<file path="src/rtl/key_debounce_pkg.sv">
// Shared constants, sizing helpers and types for the key_debounce block.
package key_debounce_pkg;

  localparam int CLK_HZ                  = 27_000_000;
  localparam int DEBOUNCE_MS             = 10;
  localparam int DEBOUNCE_CYCLES_DEFAULT = (CLK_HZ / 1000) * DEBOUNCE_MS;
  localparam int REPEAT_DELAY_DEFAULT    = CLK_HZ / 2;
  localparam int REPEAT_PERIOD_DEFAULT   = CLK_HZ / 10;

  // Kind of accepted level change on one channel in the current cycle.
  typedef enum logic [1:0] {
    EDGE_NONE    = 2'd0,
    EDGE_PRESS   = 2'd1,
    EDGE_RELEASE = 2'd2
  } edge_e;

  function automatic int max_int(input int a, input int b);
    return (a > b) ? a : b;
  endfunction

  // A counter that must reach n-1 never needs fewer than one bit.
  function automatic int cnt_width(input int n);
    return max_int(1, $clog2(n));
  endfunction

endpackage

</file>
<file path="src/rtl/key_debounce_channel.sv">
// One key channel: 2-flop synchroniser, stability counter and registered edge pulses.
// With KEY_DEBOUNCE_AUTOREPEAT_EN defined, a hold counter adds repeat press pulses.
module key_debounce_channel
  import key_debounce_pkg::*;
#(
  parameter int DEBOUNCE_CYCLES      = DEBOUNCE_CYCLES_DEFAULT
`ifdef KEY_DEBOUNCE_AUTOREPEAT_EN
  ,
  parameter int REPEAT_DELAY_CYCLES  = REPEAT_DELAY_DEFAULT,
  parameter int REPEAT_PERIOD_CYCLES = REPEAT_PERIOD_DEFAULT
`endif
) (
  input  logic clock,
  input  logic reset,
  input  logic key_raw,
  output logic key_state,
  output logic key_press,
  output logic key_release
);

  localparam int             CW       = cnt_width(DEBOUNCE_CYCLES);
  localparam logic [CW-1:0]  CNT_LAST = CW'(DEBOUNCE_CYCLES - 1);

  logic          sync1_q, sync1_d;
  logic          sync2_q, sync2_d;
  logic          stable_q, stable_d;
  logic [CW-1:0] cnt_q, cnt_d;
  logic          press_q, press_d;
  logic          release_q, release_d;
  edge_e         edge_s;
  logic          repeat_s;

  // Synchroniser shift and debounce counter; the counter only ever counts up to CNT_LAST.
  always_comb begin
    sync1_d  = key_raw;
    sync2_d  = sync1_q;
    stable_d = stable_q;
    cnt_d    = {CW{1'b0}};
    edge_s   = EDGE_NONE;
    if (sync2_q == stable_q) begin
      cnt_d = {CW{1'b0}};
    end else if (cnt_q == CNT_LAST) begin
      stable_d = sync2_q;
      cnt_d    = {CW{1'b0}};
      edge_s   = sync2_q ? EDGE_PRESS : EDGE_RELEASE;
    end else begin
      cnt_d = cnt_q + CW'(1);
    end
  end

`ifdef KEY_DEBOUNCE_AUTOREPEAT_EN
  localparam int              HW         = cnt_width(max_int(REPEAT_DELAY_CYCLES, REPEAT_PERIOD_CYCLES) + 1);
  localparam logic [HW-1:0]   HOLD_FIRST = HW'(REPEAT_DELAY_CYCLES - 1);
  localparam logic [HW-1:0]   HOLD_NEXT  = HW'(REPEAT_PERIOD_CYCLES - 1);

  logic [HW-1:0] hold_q, hold_d;
  logic          rpt_q, rpt_d;
  logic [HW-1:0] hold_target_s;

  // Hold timer: restarts on every accepted change, so a repeat never lands on a press or release.
  always_comb begin
    hold_d        = hold_q;
    rpt_d         = rpt_q;
    repeat_s      = 1'b0;
    hold_target_s = rpt_q ? HOLD_NEXT : HOLD_FIRST;
    if ((edge_s != EDGE_NONE) || !stable_q) begin
      hold_d = {HW{1'b0}};
      rpt_d  = 1'b0;
    end else if (hold_q == hold_target_s) begin
      repeat_s = 1'b1;
      hold_d   = {HW{1'b0}};
      rpt_d    = 1'b1;
    end else begin
      hold_d = hold_q + HW'(1);
    end
  end

  // Hold timer state.
  always_ff @(posedge clock or posedge reset) begin
    if (reset) begin
      hold_q <= {HW{1'b0}};
      rpt_q  <= 1'b0;
    end else begin
      hold_q <= hold_d;
      rpt_q  <= rpt_d;
    end
  end
`else
  assign repeat_s = 1'b0;
`endif

  // Output pulses are registered alongside the level they belong to.
  always_comb begin
    press_d   = 1'b0;
    release_d = 1'b0;
    case (edge_s)
      EDGE_PRESS:   press_d   = 1'b1;
      EDGE_RELEASE: release_d = 1'b1;
      EDGE_NONE:    press_d   = repeat_s;
      default: begin
        press_d   = 1'b0;
        release_d = 1'b0;
      end
    endcase
  end

  // Channel state register.
  always_ff @(posedge clock or posedge reset) begin
    if (reset) begin
      sync1_q   <= 1'b0;
      sync2_q   <= 1'b0;
      stable_q  <= 1'b0;
      cnt_q     <= {CW{1'b0}};
      press_q   <= 1'b0;
      release_q <= 1'b0;
    end else begin
      sync1_q   <= sync1_d;
      sync2_q   <= sync2_d;
      stable_q  <= stable_d;
      cnt_q     <= cnt_d;
      press_q   <= press_d;
      release_q <= release_d;
    end
  end

  assign key_state   = stable_q;
  assign key_press   = press_q;
  assign key_release = release_q;

endmodule

</file>
<file path="src/rtl/key_debounce.sv">
// Debounced level plus press/release pulses for N_KEYS independent push buttons.
// Optional auto-repeat of key_press is enabled by defining KEY_DEBOUNCE_AUTOREPEAT_EN.
module key_debounce
  import key_debounce_pkg::*;
#(
  parameter int N_KEYS               = 8,
  parameter int DEBOUNCE_CYCLES      = DEBOUNCE_CYCLES_DEFAULT,
  parameter int REPEAT_DELAY_CYCLES  = REPEAT_DELAY_DEFAULT,
  parameter int REPEAT_PERIOD_CYCLES = REPEAT_PERIOD_DEFAULT
) (
  input  logic              clock,
  input  logic              reset,
  input  logic [N_KEYS-1:0] key_raw,
  output logic [N_KEYS-1:0] key_state,
  output logic [N_KEYS-1:0] key_press,
  output logic [N_KEYS-1:0] key_release
);

  // Refuse to elaborate with timing values the channels cannot honour.
  if ((DEBOUNCE_CYCLES < 2) || (REPEAT_DELAY_CYCLES < 1) || (REPEAT_PERIOD_CYCLES < 1)) begin : g_bad_cfg
    $error("key_debounce: illegal timing parameters");
  end

  for (genvar i = 0; i < N_KEYS; i++) begin : g_ch
    key_debounce_channel #(
      .DEBOUNCE_CYCLES      (DEBOUNCE_CYCLES)
`ifdef KEY_DEBOUNCE_AUTOREPEAT_EN
      ,
      .REPEAT_DELAY_CYCLES  (REPEAT_DELAY_CYCLES),
      .REPEAT_PERIOD_CYCLES (REPEAT_PERIOD_CYCLES)
`endif
    ) u_ch (
      .clock       (clock),
      .reset       (reset),
      .key_raw     (key_raw[i]),
      .key_state   (key_state[i]),
      .key_press   (key_press[i]),
      .key_release (key_release[i])
    );
  end

endmodule

</file>
<file path="config.mk">
export PLATFORM = sky130hd
export DESIGN_NAME = key_debounce
export DESIGN_NICKNAME = d
export VERILOG_FILES = /design/src/rtl/key_debounce_pkg.sv /design/src/rtl/key_debounce_channel.sv /design/src/rtl/key_debounce.sv
export SDC_FILE = /design/constraint.sdc
export NUM_CORES = 1
export LEC_CHECK = 0
export ABC_CLOCK_PERIOD_IN_PS = 1800
export BUFFER_PORTS_ARGS = -buffer_cell sky130_fd_sc_hd__buf_2
export CAP_MARGIN = 20
export CORE_UTILIZATION = 35
export CTS_CLUSTER_SIZE = 16
export DETAILED_ROUTE_END_ITERATION = 8
export HOLD_SLACK_MARGIN = 0.12
export SLEW_MARGIN = 20
export SYNTH_ARGS = -nofsm -noshare
export SYNTH_HDL_FRONTEND = slang
export SYNTH_HIERARCHICAL = 1
export SYNTH_SLANG_ARGS = --single-unit
</file>
<file path="constraint.sdc">
create_clock -name clock -period 1.8 [get_ports clock]
set_input_delay 0 -clock clock [delete_from_list [all_inputs] [get_ports clock]]
set_output_delay 0 -clock clock [all_outputs]
set_load 0.005 [all_outputs]
</file>
==> reports/results.txt <==
slowest CP cell: or4b_4
Yosys top cell by area: dfrtp_1
Initial DRC Count: 339
final setup vio count: 0
CTS Root Cell: clkbuf_16
die footprint: 27200 µm²
remaining global-route overflow: 0
Final Instance Count excl. Fillers: 1355
Worst slew margin: 65.4%
Hold Violations, Final: 0
Tmin final: 1.79 ns
Routed Antenna Nets: 0
Critical Path Max Stage Delay: 0.55 ns
worst reg-to-reg setup slack: 0.01 ns
worst setup margin: 0.0126 ns
I/O Pins: 34
Synth Area per Inst: 10.7 µm²
TritonCTS buffer count: 17
synth warn: 6
met2 wire length: 8510 µm
CP Capture Type: register
largest net degree at the start of global routing: 25
RR Startpoint: g_ch[1].u_ch/cnt_q[15]
worst skew pair latency: 0.43 ns
r2r endpoint: g_ch[1].u_ch/key_state
row cnt: 59
Starting Density: 35.7%
most frequent cell after synthesis: dfrtp_1
Power Total: 8.54 mW
synth unique cells: 27
Seq cells post-synth: 192
design area: 11100 µm²
clk buf depth: 2
Post-synth top flop: dfrtp_1
final core occ: 42.7%
Post-Route WL: 17800 µm
crit-path leading delay family: simple AND/OR/NAND/NOR gates
CP Data Arrival Time: 2.10 ns
Yosys top cell area share: 51.7%
CP Buf/Inv Count: 0
Reg2Reg Depth: 4
diode count: 0
Die X: 165 µm
Slew Limit Fails: 0
Syn Nets: 890
core area: 26100 µm²
required time worst endpoint: 2.11 ns
Worst VDD drop: 0.000618 V
drt wl/cell: 13.2 µm
placed cell area: 10400 µm²
sequential share of the synthesized area: 51.7%
initial antenna violation count: 0
number of global-route vias before repair: 6740
max cap viols: 0
Final #Nets: 1025
TritonRoute pass-1 iters: 4
Total GRT Usage: 14.2%
worst hold slack: 0.182 ns
pre-CTS WS: 0.0235 ns
CP Launch Type: register
Fin Setup TNS: 0 ns
Reg clk slew, reported paths: 0.08 ns
routed wl met3: 452 µm
P_leak: 4.57 nW
area grow syn2layout: 19.8%
first-pass GRT wire length: 31400 µm
Async SR Flop Fraction: 100%
I/O Buffers: 33
Synth area leaders: dfrtp_1 52%, xnor2_1 11%, nor2_1 6.5%
slew of the pin with the lowest slew margin: 0.512 ns
highest metal used: met4
CTS Sinks: 192
top cells by count, synth: 192 x dfrtp_1, 160 x nor2_1, 112 x xnor2_1
CTS H-tree lvls: 4
routed vias: 6659
Placer Congestion: 0.802
placed cell count: 1311
Clock Skews: 0.0128 ns
Post-Syn Area: 9300 µm²
largest fanout on the critical path: 4
met1 wire length: 8700 µm
CTS tree: done
type of the worst setup path: reg -> reg
worst hold path type: in -> async
DRC: 0
Final Cycle Share: 99.3%
status: finished, final reports clean
Synth Instances: 872
power per cell area: 767 nW/µm²
share of post-route cells with drive strength above 1: 19.2%
post-DR vias/cell: 4.91
Max Clock Freq: 0.559 GHz
die height: 165 µm
worst path cell trace: or4b_4, nor4_4, nand3_2, mux2_4
number of synthesized flops with an enable pin: 0
post-DP HPWL: 12200 µm
RSZ-0062 raised after global routing: true
[state kept, by name (all words and copies together), names as in the netlist]
register,cells
g_ch.u_ch/cnt_q,152
g_ch.u_ch/sync1_q,8
g_ch.u_ch/key_press,8
g_ch.u_ch/key_state,8
g_ch.u_ch/sync2_q,8
g_ch.u_ch/key_release,8
[cell usage in the layout (no fill, tap or decap)]
cell type / netlist / final
nor3_1: 40 / 40
inv_6: 0 / 2
dfrtp_1: 192 / 192
buf_2: 0 / 34
mux2i_1: 8 / 8
nor2_2: 0 / 1
inv_1: 32 / 32
xnor2_1: 112 / 112
and4_1: 8 / 8
inv_8: 0 / 4
or4b_4: 8 / 8
o41ai_1: 8 / 8
buf_12: 0 / 3
o21ai_0: 8 / 8
nand3_1: 48 / 47
nand4b_1: 8 / 8
ha_1: 8 / 8
buf_6: 16 / 3
nor2_1: 160 / 159
xor2_1: 24 / 24
mux2_4: 8 / 8
nand3_2: 8 / 9
nand4_1: 40 / 40
nor4_1: 40 / 40
clkinv_8: 0 / 2
and3_1: 24 / 24
buf_4: 0 / 91
a31o_1: 8 / 8
clkinvlp_4: 0 / 1
a21oi_1: 8 / 8
nor4_4: 8 / 8
nand2_1: 16 / 16
nor3b_1: 16 / 16
dlygate4sd3_1: 0 / 9
nor4b_1: 8 / 8
clkinv_4: 0 / 4
clkbuf_16: 0 / 17
clkbuf_1: 0 / 1
bufinv_16: 0 / 1
[area by class of cell]
cell class / instances / area [µm²]
Sequential cell: 192 / 4800
Tap cell: 335 / 419
Multi-Input combinational cell: 624 / 4160
Inverter: 32 / 120
Timing Repair Buffer: 140 / 1040
Fill cell: 2514 / 14900
Clock buffer: 18 / 429
Clock inverter: 14 / 168
[worst max-delay path by stage]
stage                                 from                      to  slack (ns)  depth (start not counted)
floorplan           g_ch[0].u_ch/cnt_q[15]  g_ch[0].u_ch/cnt_q[10]        0.04                          6
global placement    g_ch[5].u_ch/cnt_q[15]  g_ch[5].u_ch/key_state        0.04                          4
detailed placement  g_ch[5].u_ch/cnt_q[15]  g_ch[5].u_ch/key_state        0.02                          4
CTS                  g_ch[4].u_ch/cnt_q[8]  g_ch[4].u_ch/key_state       0.007                          4
global route        g_ch[3].u_ch/cnt_q[15]  g_ch[3].u_ch/key_state       -0.03                          4
finish              g_ch[1].u_ch/cnt_q[15]  g_ch[1].u_ch/key_state        0.01                          4
[power by group]
group | switching [mW] | internal, mW | total (mW)
clock network | 1.80 | 1.99 | 3.79
registers | 0.0637 | 4.37 | 4.44
logic | 0.187 | 0.128 | 0.315
[layer usage]
layer  vias to the layer above  global-route usage (%)
met2                        64                    23.4
li1                       3334                       -
met4                         0                    4.21
met5                         -                       0
met1                      3249                    18.7
met3                        12                    2.91
[cell families after synthesis]
logic type / after synthesis / synth area share (%)
AND/OR/NAND/NOR: 432 / 26.3
multiplexers: 16 / 2.15
flip-flops: 192 / 51.7
AO/OA/AOI/OAI: 32 / 2.37
adder cells (fa/ha/maj): 8 / 1.08
buffers and inverters: 56 / 3.66
XOR/XNOR: 136 / 12.8
[worst min-delay path: cells and delay by family]
family | cells | cell delay (ns)
buffers and inverters | 3 | 1.01
[what timing repair did]
item | CTS | global route
setup endpoints to repair | 0 | 110
resized for setup | 0 | 5
endpoints found under the hold margin | 200 | 0
hold buffers | 9 | 0
setup buffers | 0 | 2
(Power assumes the default switching activity.)
